==> src/rtl/hazard_scoreboard_if.sv <==
// Decode-stage hazard controller bundle: pipeline side is master, controller is slave.
// HAZ_PERF_CNT_EN adds the stall/flush cycle counters to the bundle.
interface hazard_scoreboard_if;
    logic       issue_valid;
    logic [4:0] rs1, rs2;
    logic       rs1_used, rs2_used;
    logic [4:0] rd;
    logic       rd_we;
    logic       wb_we;
    logic [4:0] wb_rd;
    logic       branch_taken_e;
    logic       drain_req;
    logic       stall_f, stall_d, flush_d, flush_e;
    logic       drain_ack, err_underflow;
`ifdef HAZ_PERF_CNT_EN
    logic [31:0] stall_cycles, flush_cycles;
`endif

    modport master (
        output issue_valid, rs1, rs2, rs1_used, rs2_used, rd, rd_we,
        output wb_we, wb_rd, branch_taken_e, drain_req,
`ifdef HAZ_PERF_CNT_EN
        input  stall_cycles, flush_cycles,
`endif
        input  stall_f, stall_d, flush_d, flush_e, drain_ack, err_underflow
    );

    modport slave (
        input  issue_valid, rs1, rs2, rs1_used, rs2_used, rd, rd_we,
        input  wb_we, wb_rd, branch_taken_e, drain_req,
`ifdef HAZ_PERF_CNT_EN
        output stall_cycles, flush_cycles,
`endif
        output stall_f, stall_d, flush_d, flush_e, drain_ack, err_underflow
    );
endinterface

==> src/rtl/hazard_scoreboard_ctrl.sv <==
// RV32 decode-stage scoreboard: tracks in-flight register writes, drives stall/flush and drain/halt.
// Optional HAZ_PERF_CNT_EN adds free-running stall/flush cycle counters.
module hazard_scoreboard_ctrl #(
    parameter int NREG  = 32,
    parameter int CNT_W = 2
) (
    input  logic               clk,
    input  logic               rst,
    hazard_scoreboard_if.slave hs
);
    localparam logic [CNT_W-1:0] CNT_MAX = '1;
    localparam logic [CNT_W-1:0] CNT_ONE = CNT_W'(1);

    typedef enum logic [1:0] {RUN, DRAIN, HALT} state_t;

    state_t                       state_q, state_d;
    logic [NREG-1:0][CNT_W-1:0]   pending_q, pending_d;
    logic [NREG-1:0]              uf;
    logic                         err_q;
    logic                         haz_rs1, haz_rs2, haz_sat, hazard;
    logic                         issue_acc, all_zero_d;
    logic                         stall_f, stall_d, flush_d, flush_e;

    // The last outstanding writeback resolves its own hazard (write-then-read regfile).
    assign haz_rs1 = hs.rs1_used && hs.rs1 != 5'd0 && pending_q[hs.rs1] != '0 &&
                     !(hs.wb_we && hs.wb_rd == hs.rs1 && pending_q[hs.rs1] == CNT_ONE);
    assign haz_rs2 = hs.rs2_used && hs.rs2 != 5'd0 && pending_q[hs.rs2] != '0 &&
                     !(hs.wb_we && hs.wb_rd == hs.rs2 && pending_q[hs.rs2] == CNT_ONE);
    assign haz_sat = hs.rd_we && hs.rd != 5'd0 && pending_q[hs.rd] == CNT_MAX;
    assign hazard  = hs.issue_valid && (haz_rs1 || haz_rs2 || haz_sat);

    always_comb begin
        stall_f = 1'b0;
        stall_d = 1'b0;
        flush_d = 1'b0;
        flush_e = 1'b0;
        if (!rst) begin
            stall_f = 1'b0;
        end else if (hs.branch_taken_e) begin
            flush_d = 1'b1;
            flush_e = 1'b1;
        end else if (state_q != RUN || hazard) begin
            stall_f = 1'b1;
            stall_d = 1'b1;
            flush_e = 1'b1;
        end
    end

    assign issue_acc = hs.issue_valid && !stall_d && !flush_e;

    for (genvar i = 0; i < NREG; i++) begin : g_reg
        logic inc, dec;
        assign inc = (i != 0) && issue_acc && hs.rd_we && hs.rd == 5'(i);
        assign dec = (i != 0) && hs.wb_we && hs.wb_rd == 5'(i);
        assign uf[i] = dec && !inc && pending_q[i] == '0;
        assign pending_d[i] = (inc && !dec)                    ? pending_q[i] + CNT_ONE :
                              (dec && !inc && pending_q[i] != '0) ? pending_q[i] - CNT_ONE :
                                                                  pending_q[i];
    end

    // Emptiness uses post-update counts so the final writeback halts on the same edge.
    assign all_zero_d = (pending_d == '0);

    always_comb begin
        state_d = state_q;
        case (state_q)
            RUN:     if (hs.drain_req) state_d = DRAIN;
            DRAIN:   if (!hs.drain_req) state_d = RUN;
                     else if (all_zero_d && !issue_acc) state_d = HALT;
            HALT:    if (!hs.drain_req) state_d = RUN;
            default: state_d = RUN;
        endcase
    end

    always_ff @(posedge clk or negedge rst) begin
        if (!rst) begin
            state_q   <= RUN;
            pending_q <= '0;
            err_q     <= 1'b0;
        end else begin
            state_q   <= state_d;
            pending_q <= pending_d;
            err_q     <= err_q | (|uf);
        end
    end

    assign hs.stall_f       = stall_f;
    assign hs.stall_d       = stall_d;
    assign hs.flush_d       = flush_d;
    assign hs.flush_e       = flush_e;
    assign hs.drain_ack     = rst && state_q == HALT;
    assign hs.err_underflow = rst && err_q;

`ifdef HAZ_PERF_CNT_EN
    logic [31:0] stall_cnt_q, flush_cnt_q;

    always_ff @(posedge clk or negedge rst) begin
        if (!rst) begin
            stall_cnt_q <= '0;
            flush_cnt_q <= '0;
        end else begin
            stall_cnt_q <= stall_cnt_q + {31'd0, stall_d};
            flush_cnt_q <= flush_cnt_q + {31'd0, flush_d};
        end
    end

    assign hs.stall_cycles = stall_cnt_q;
    assign hs.flush_cycles = flush_cnt_q;
`endif
endmodule

==> src/flat_wrapper.sv <==
// flat-port wrapper written by rule: the top's interface ports become plain ports
module hazard_scoreboard_ctrl_flat 
#(
    parameter int NREG  = 32,
    parameter int CNT_W = 2
)
  (clk, rst, hs_issue_valid, hs_rs1, hs_rs2, hs_rs1_used, hs_rs2_used, hs_rd, hs_rd_we, hs_wb_we, hs_wb_rd, hs_branch_taken_e, hs_drain_req, hs_stall_f, hs_stall_d, hs_flush_d, hs_flush_e, hs_drain_ack, hs_err_underflow);
  hazard_scoreboard_if hs_i ();
  input  logic clk;
  input  logic rst;
  input wire logic [$bits(hs_i.issue_valid)-1:0] hs_issue_valid;
  input wire logic [$bits(hs_i.rs1)-1:0] hs_rs1;
  input wire logic [$bits(hs_i.rs2)-1:0] hs_rs2;
  input wire logic [$bits(hs_i.rs1_used)-1:0] hs_rs1_used;
  input wire logic [$bits(hs_i.rs2_used)-1:0] hs_rs2_used;
  input wire logic [$bits(hs_i.rd)-1:0] hs_rd;
  input wire logic [$bits(hs_i.rd_we)-1:0] hs_rd_we;
  input wire logic [$bits(hs_i.wb_we)-1:0] hs_wb_we;
  input wire logic [$bits(hs_i.wb_rd)-1:0] hs_wb_rd;
  input wire logic [$bits(hs_i.branch_taken_e)-1:0] hs_branch_taken_e;
  input wire logic [$bits(hs_i.drain_req)-1:0] hs_drain_req;
  output wire logic [$bits(hs_i.stall_f)-1:0] hs_stall_f;
  output wire logic [$bits(hs_i.stall_d)-1:0] hs_stall_d;
  output wire logic [$bits(hs_i.flush_d)-1:0] hs_flush_d;
  output wire logic [$bits(hs_i.flush_e)-1:0] hs_flush_e;
  output wire logic [$bits(hs_i.drain_ack)-1:0] hs_drain_ack;
  output wire logic [$bits(hs_i.err_underflow)-1:0] hs_err_underflow;
  assign hs_i.issue_valid = hs_issue_valid;
  assign hs_i.rs1 = hs_rs1;
  assign hs_i.rs2 = hs_rs2;
  assign hs_i.rs1_used = hs_rs1_used;
  assign hs_i.rs2_used = hs_rs2_used;
  assign hs_i.rd = hs_rd;
  assign hs_i.rd_we = hs_rd_we;
  assign hs_i.wb_we = hs_wb_we;
  assign hs_i.wb_rd = hs_wb_rd;
  assign hs_i.branch_taken_e = hs_branch_taken_e;
  assign hs_i.drain_req = hs_drain_req;
  assign hs_stall_f = hs_i.stall_f;
  assign hs_stall_d = hs_i.stall_d;
  assign hs_flush_d = hs_i.flush_d;
  assign hs_flush_e = hs_i.flush_e;
  assign hs_drain_ack = hs_i.drain_ack;
  assign hs_err_underflow = hs_i.err_underflow;
  hazard_scoreboard_ctrl #(.NREG(NREG), .CNT_W(CNT_W)) u_core (.clk(clk), .rst(rst), .hs(hs_i));
endmodule
==> config.mk <==
export PLATFORM = sky130hd
export DESIGN_NAME = hazard_scoreboard_ctrl_flat
export DESIGN_NICKNAME = d
export VERILOG_FILES = /design/src/rtl/hazard_scoreboard_if.sv /design/src/rtl/hazard_scoreboard_ctrl.sv /design/src/flat_wrapper.sv
export SDC_FILE = /design/constraint.sdc
export NUM_CORES = 1
export LEC_CHECK = 0
export BUFFER_PORTS_ARGS = -buffer_cell sky130_fd_sc_hd__buf_4
export CAP_MARGIN = 20
export CORE_MARGIN = 2
export CORE_UTILIZATION = 55
export DETAILED_ROUTE_END_ITERATION = 10
export PLACE_DENSITY = 0.73
export SETUP_SLACK_MARGIN = 0.1
export SLEW_MARGIN = 20
export SYNTH_ARGS = -nofsm -noshare
export SYNTH_HDL_FRONTEND = slang
export SYNTH_SLANG_ARGS = --single-unit
==> constraint.sdc <==
create_clock -name clk -period 4 [get_ports clk]
set_input_delay 0.6 -clock clk [delete_from_list [all_inputs] [get_ports clk]]
set_output_delay 0.6 -clock clk [all_outputs]
set_load 0.05 [all_outputs]
==> summary.txt <==
Run status
  – Status: finished, violations left
  – Failing checks: negative setup slack

Worst setup path
  – Required time worst endpoint: about 4.3 ns
  – Critical Path Start Type: flip-flop
  – CP arrival: 4.77 ns
  – R2r worst-path depth: 14
  – Slowest stage cell, crit path: or4_1
  – Worst r2r dst: u_core.state_q[1]
  – Worst-path cell chain: mux4_2 -> mux2i_1 -> mux2i_1 -> a2111oi_4 -> a21oi_4 -> o31a_1 -> buf_6 -> nor4_4 -> nor2_1 -> xnor2_1 -> or4_1 -> or4_1 -> or4_4 -> o31ai_2
  – CP Class: reg -> reg
  – Max incr delay on CP: just over 0.5 ns
  – Worst R2R Setup Slack: -0.52 ns
  – RR Startpoint: u_core.pending_q[30]
  – CP endpoint kind: flip-flop
  – Critical path peak fanout: 16

CTS
  – Skew-Pair Late Insertion Delay: 0.35 ns
  – CTS H-tree depth: 3
  – CTS Buf Count: 9
  – Clock tree from TritonCTS: done
  – Clk buf depth: 2
  – Worst-path clk slew: 0.05 ns
  – Root Buffer: clkbuf_16
  – CTS sink cnt: 65

Floorplan
  – Die width: 120 µm
  – Die Ht: around 120 µm
  – Placement Rows: 42
  – Core ar.: 0.0132 mm²
  – Initial Util: between 50 and 60%
  – Die ar.: between 0.01 and 0.015 mm²
  – # IOs: 35

Layout
  – Number of filler cells placed in the layout: 937
  – Layout Cells excl Fill: 1,390
  – FF+latch area: 0.00164 mm²
  – Cell area after layout: 0.0105 mm²
  – Area of the multi-input gates: approximately 0.0054 mm²
  – Layout cells sized above 1: 37.3%
  – Final #Nets: between 1k and 1.5k
  – Syn-to-layout area delta: 40.9%

STA
  – Tcrit/Tclk final: 113%
  – Fin crit period: 4.52 ns
  – Clock skew: just over 0.008 ns
  – Hold slack: around 0.25 ns
  – Slew headroom: 39.2%
  – Final worst-path setup slack: -0.519 ns
  – Final Setup Violations: 3
  – Slew Limit Fails: 0
  – Fmax achieved: 0.221 GHz
  – RSZ-0062 raised after global routing: true
  – Worst slew pin tran: 0.910 ns
  – Final hold violation count: 0

Placed design
  – Inst Count DP: about 1.4k
  – I/O Buffers: 34
  – Post-DP HPWL: 30,100 µm
  – Post-place instance area: 0.00998 mm²
  – Final RePlAce weighted congestion: 1.15
  – DP Worst Slack: -0.786 ns

Yosys
  – Synth area leaders: dfrtp_1 22%, mux4_2 11%, ha_1 5.2%
  – Synth Area per Inst: 8.17 µm²
  – Cells after Synth: slightly above 900
  – Async set-reset flop share out of synthesis: 100%
  – Flop and latch count out of synthesis: 65
  – Synth Cell Area: 0.00742 mm²
  – Most common cell in the synthesized netlist: nand2_1
  – Area leader, netlist: dfrtp_1
  – Post-synth top cells: 90 x nand2_1, 78 x inv_1, 76 x nor2_1
  – Number of synthesis warnings: 0
  – Synthesized net count: roughly 970
  – Sequential fraction of the synthesis area: 21.9%
  – Main synth FF type: dfrtp_1
  – Post-synth top area share: 21.9%
  – Netlist cell types: 82
  – Number of synthesized flops with an enable pin: 0

Routing
  – DRC Markers: 0
  – WL met3: 6620 µm
  – Via Count: 9,612
  – Wirelength per Cell: around 27 µm
  – DR iter-0 viols: 1,671
  – Via/cell ratio: 6.92
  – Top routing layer in use: met5
  – Drt pass-1 iters: 8
  – Final wirelength: approximately 38,000 µm
  – Final ANT Viol Nets: 0
  – Met1 wire length: between 10,000 and 15,000 µm
  – WL met2: 15,000 µm

GRT
  – Largest net degree at the start of global routing: 39
  – GRT Resource Usage Total: approximately 53%
  – First-pass GRT wire length: 55,000 µm
  – Vias in the first global route: 9,216
  – Initial antenna violation count: 1
  – GR Overflow Total: 0

Pwr
  – VDD IR max: 467 µV
  – PwrDens: 585 mW/mm²
  – Leak pwr: 4.64 nW

Hold path
  – Hold Crit Class: in -> async

Run
  – Max-Cap Viols: 0
worst max-delay path: cells and delay by family (launching register included):
| family | cells | cell delay, ns |
|---|---|---|
| flops | 1 | 0.47 |
| mux | 3 | 0.78 |
| xor+xnor | 1 | 0.16 |
| buf+inv | 1 | 0.19 |
| compound gates | 4 | 1.00 |
| simple gates | 5 | 1.79 |
registers in the layout, summed over array words and instances (netlist names):
signal            flops
u_core.pending_q     62
u_core.err_q          1
u_core.state_q        2
cell usage in the layout, fill, tap and decap left out, types with 15 or more instances in the layout:
master	Yosys	routed
a21oi_1	44	43
a31oi_1	35	33
buf_4	4	334
dfrtp_1	65	57
ha_1	31	31
inv_1	78	78
mux2i_1	21	21
mux4_2	36	36
nand2_1	90	90
nand3_1	25	25
nor2_1	76	74
nor2b_1	16	15
nor3_1	35	33
o21ai_0	21	19
o31ai_1	18	15
xnor2_1	33	33
worst max path at each step:
stage,from,endpoint,slack [ns],depth (start not counted)
floorplan,hs_rs2[0],u_core.state_q[1],-0.31,13
global placement,hs_rs2[0],u_core.state_q[1],-0.75,17
detailed placement,hs_rs2[0],u_core.state_q[1],-0.79,17
CTS,u_core.pending_q[30],u_core.state_q[1],-0.41,14
global route,u_core.pending_q[30],u_core.state_q[1],-0.63,14
finish,u_core.pending_q[30],u_core.state_q[1],-0.52,14
per-layer routing:
layer,vias to the layer above,global-route usage (%)
li1,4034,-
met5,-,0
met4,2,30.9
met2,872,74.6
met1,4419,64.3
met3,285,25.9
area by class of cell:
cell class	count	share of cell area, %
Clock buffer	13	2.58
Antenna cell	1	0.0239
Sequential cell	65	15.6
Inverter	79	2.84
Tap cell	176	2.11
Multi-Input combinational cell	711	51.6
Timing Repair Buffer	345	25.2
report_power, final:
part           internal, mW  total (mW)  switching [mW]  leakage, nW
logic                  1.92        3.96            2.04         3.71
clock network         0.460       0.744           0.285        0.134
registers             0.925        1.41           0.489        0.792
total                  3.30        6.12            2.82         4.64
stage by stage:
stage                     power, mW  util (%)  TNS (ns)
after floorplan                2.90         -    -0.438
after global placement         4.87      75.7     -1.90
after detailed placement       4.98      75.7     -1.99
after CTS                      5.81      78.9    -0.764
after global routing           6.29      79.3     -1.55
final                          6.12      79.3     -1.22
what timing repair did:
item	4_1_cts	5_1_grt
gates resized for setup	31	11
endpoints found under the setup margin	3	6
pin swaps	14	3
hold buffers	0	0
setup buffers	5	4
logic make-up after synthesis:
kind of cell / Yosys count / synth area share, %
AND/OR/NAND/NOR: 337 / 22.9
AO/OA/AOI/OAI: 238 / 22.9
buffers and inverters: 132 / 7.38
flip-flops: 65 / 21.9
multiplexers: 64 / 14.8
XOR/XNOR: 41 / 4.84
adder cells (fa/ha/maj): 31 / 5.23
(Power assumes the default switching activity.)
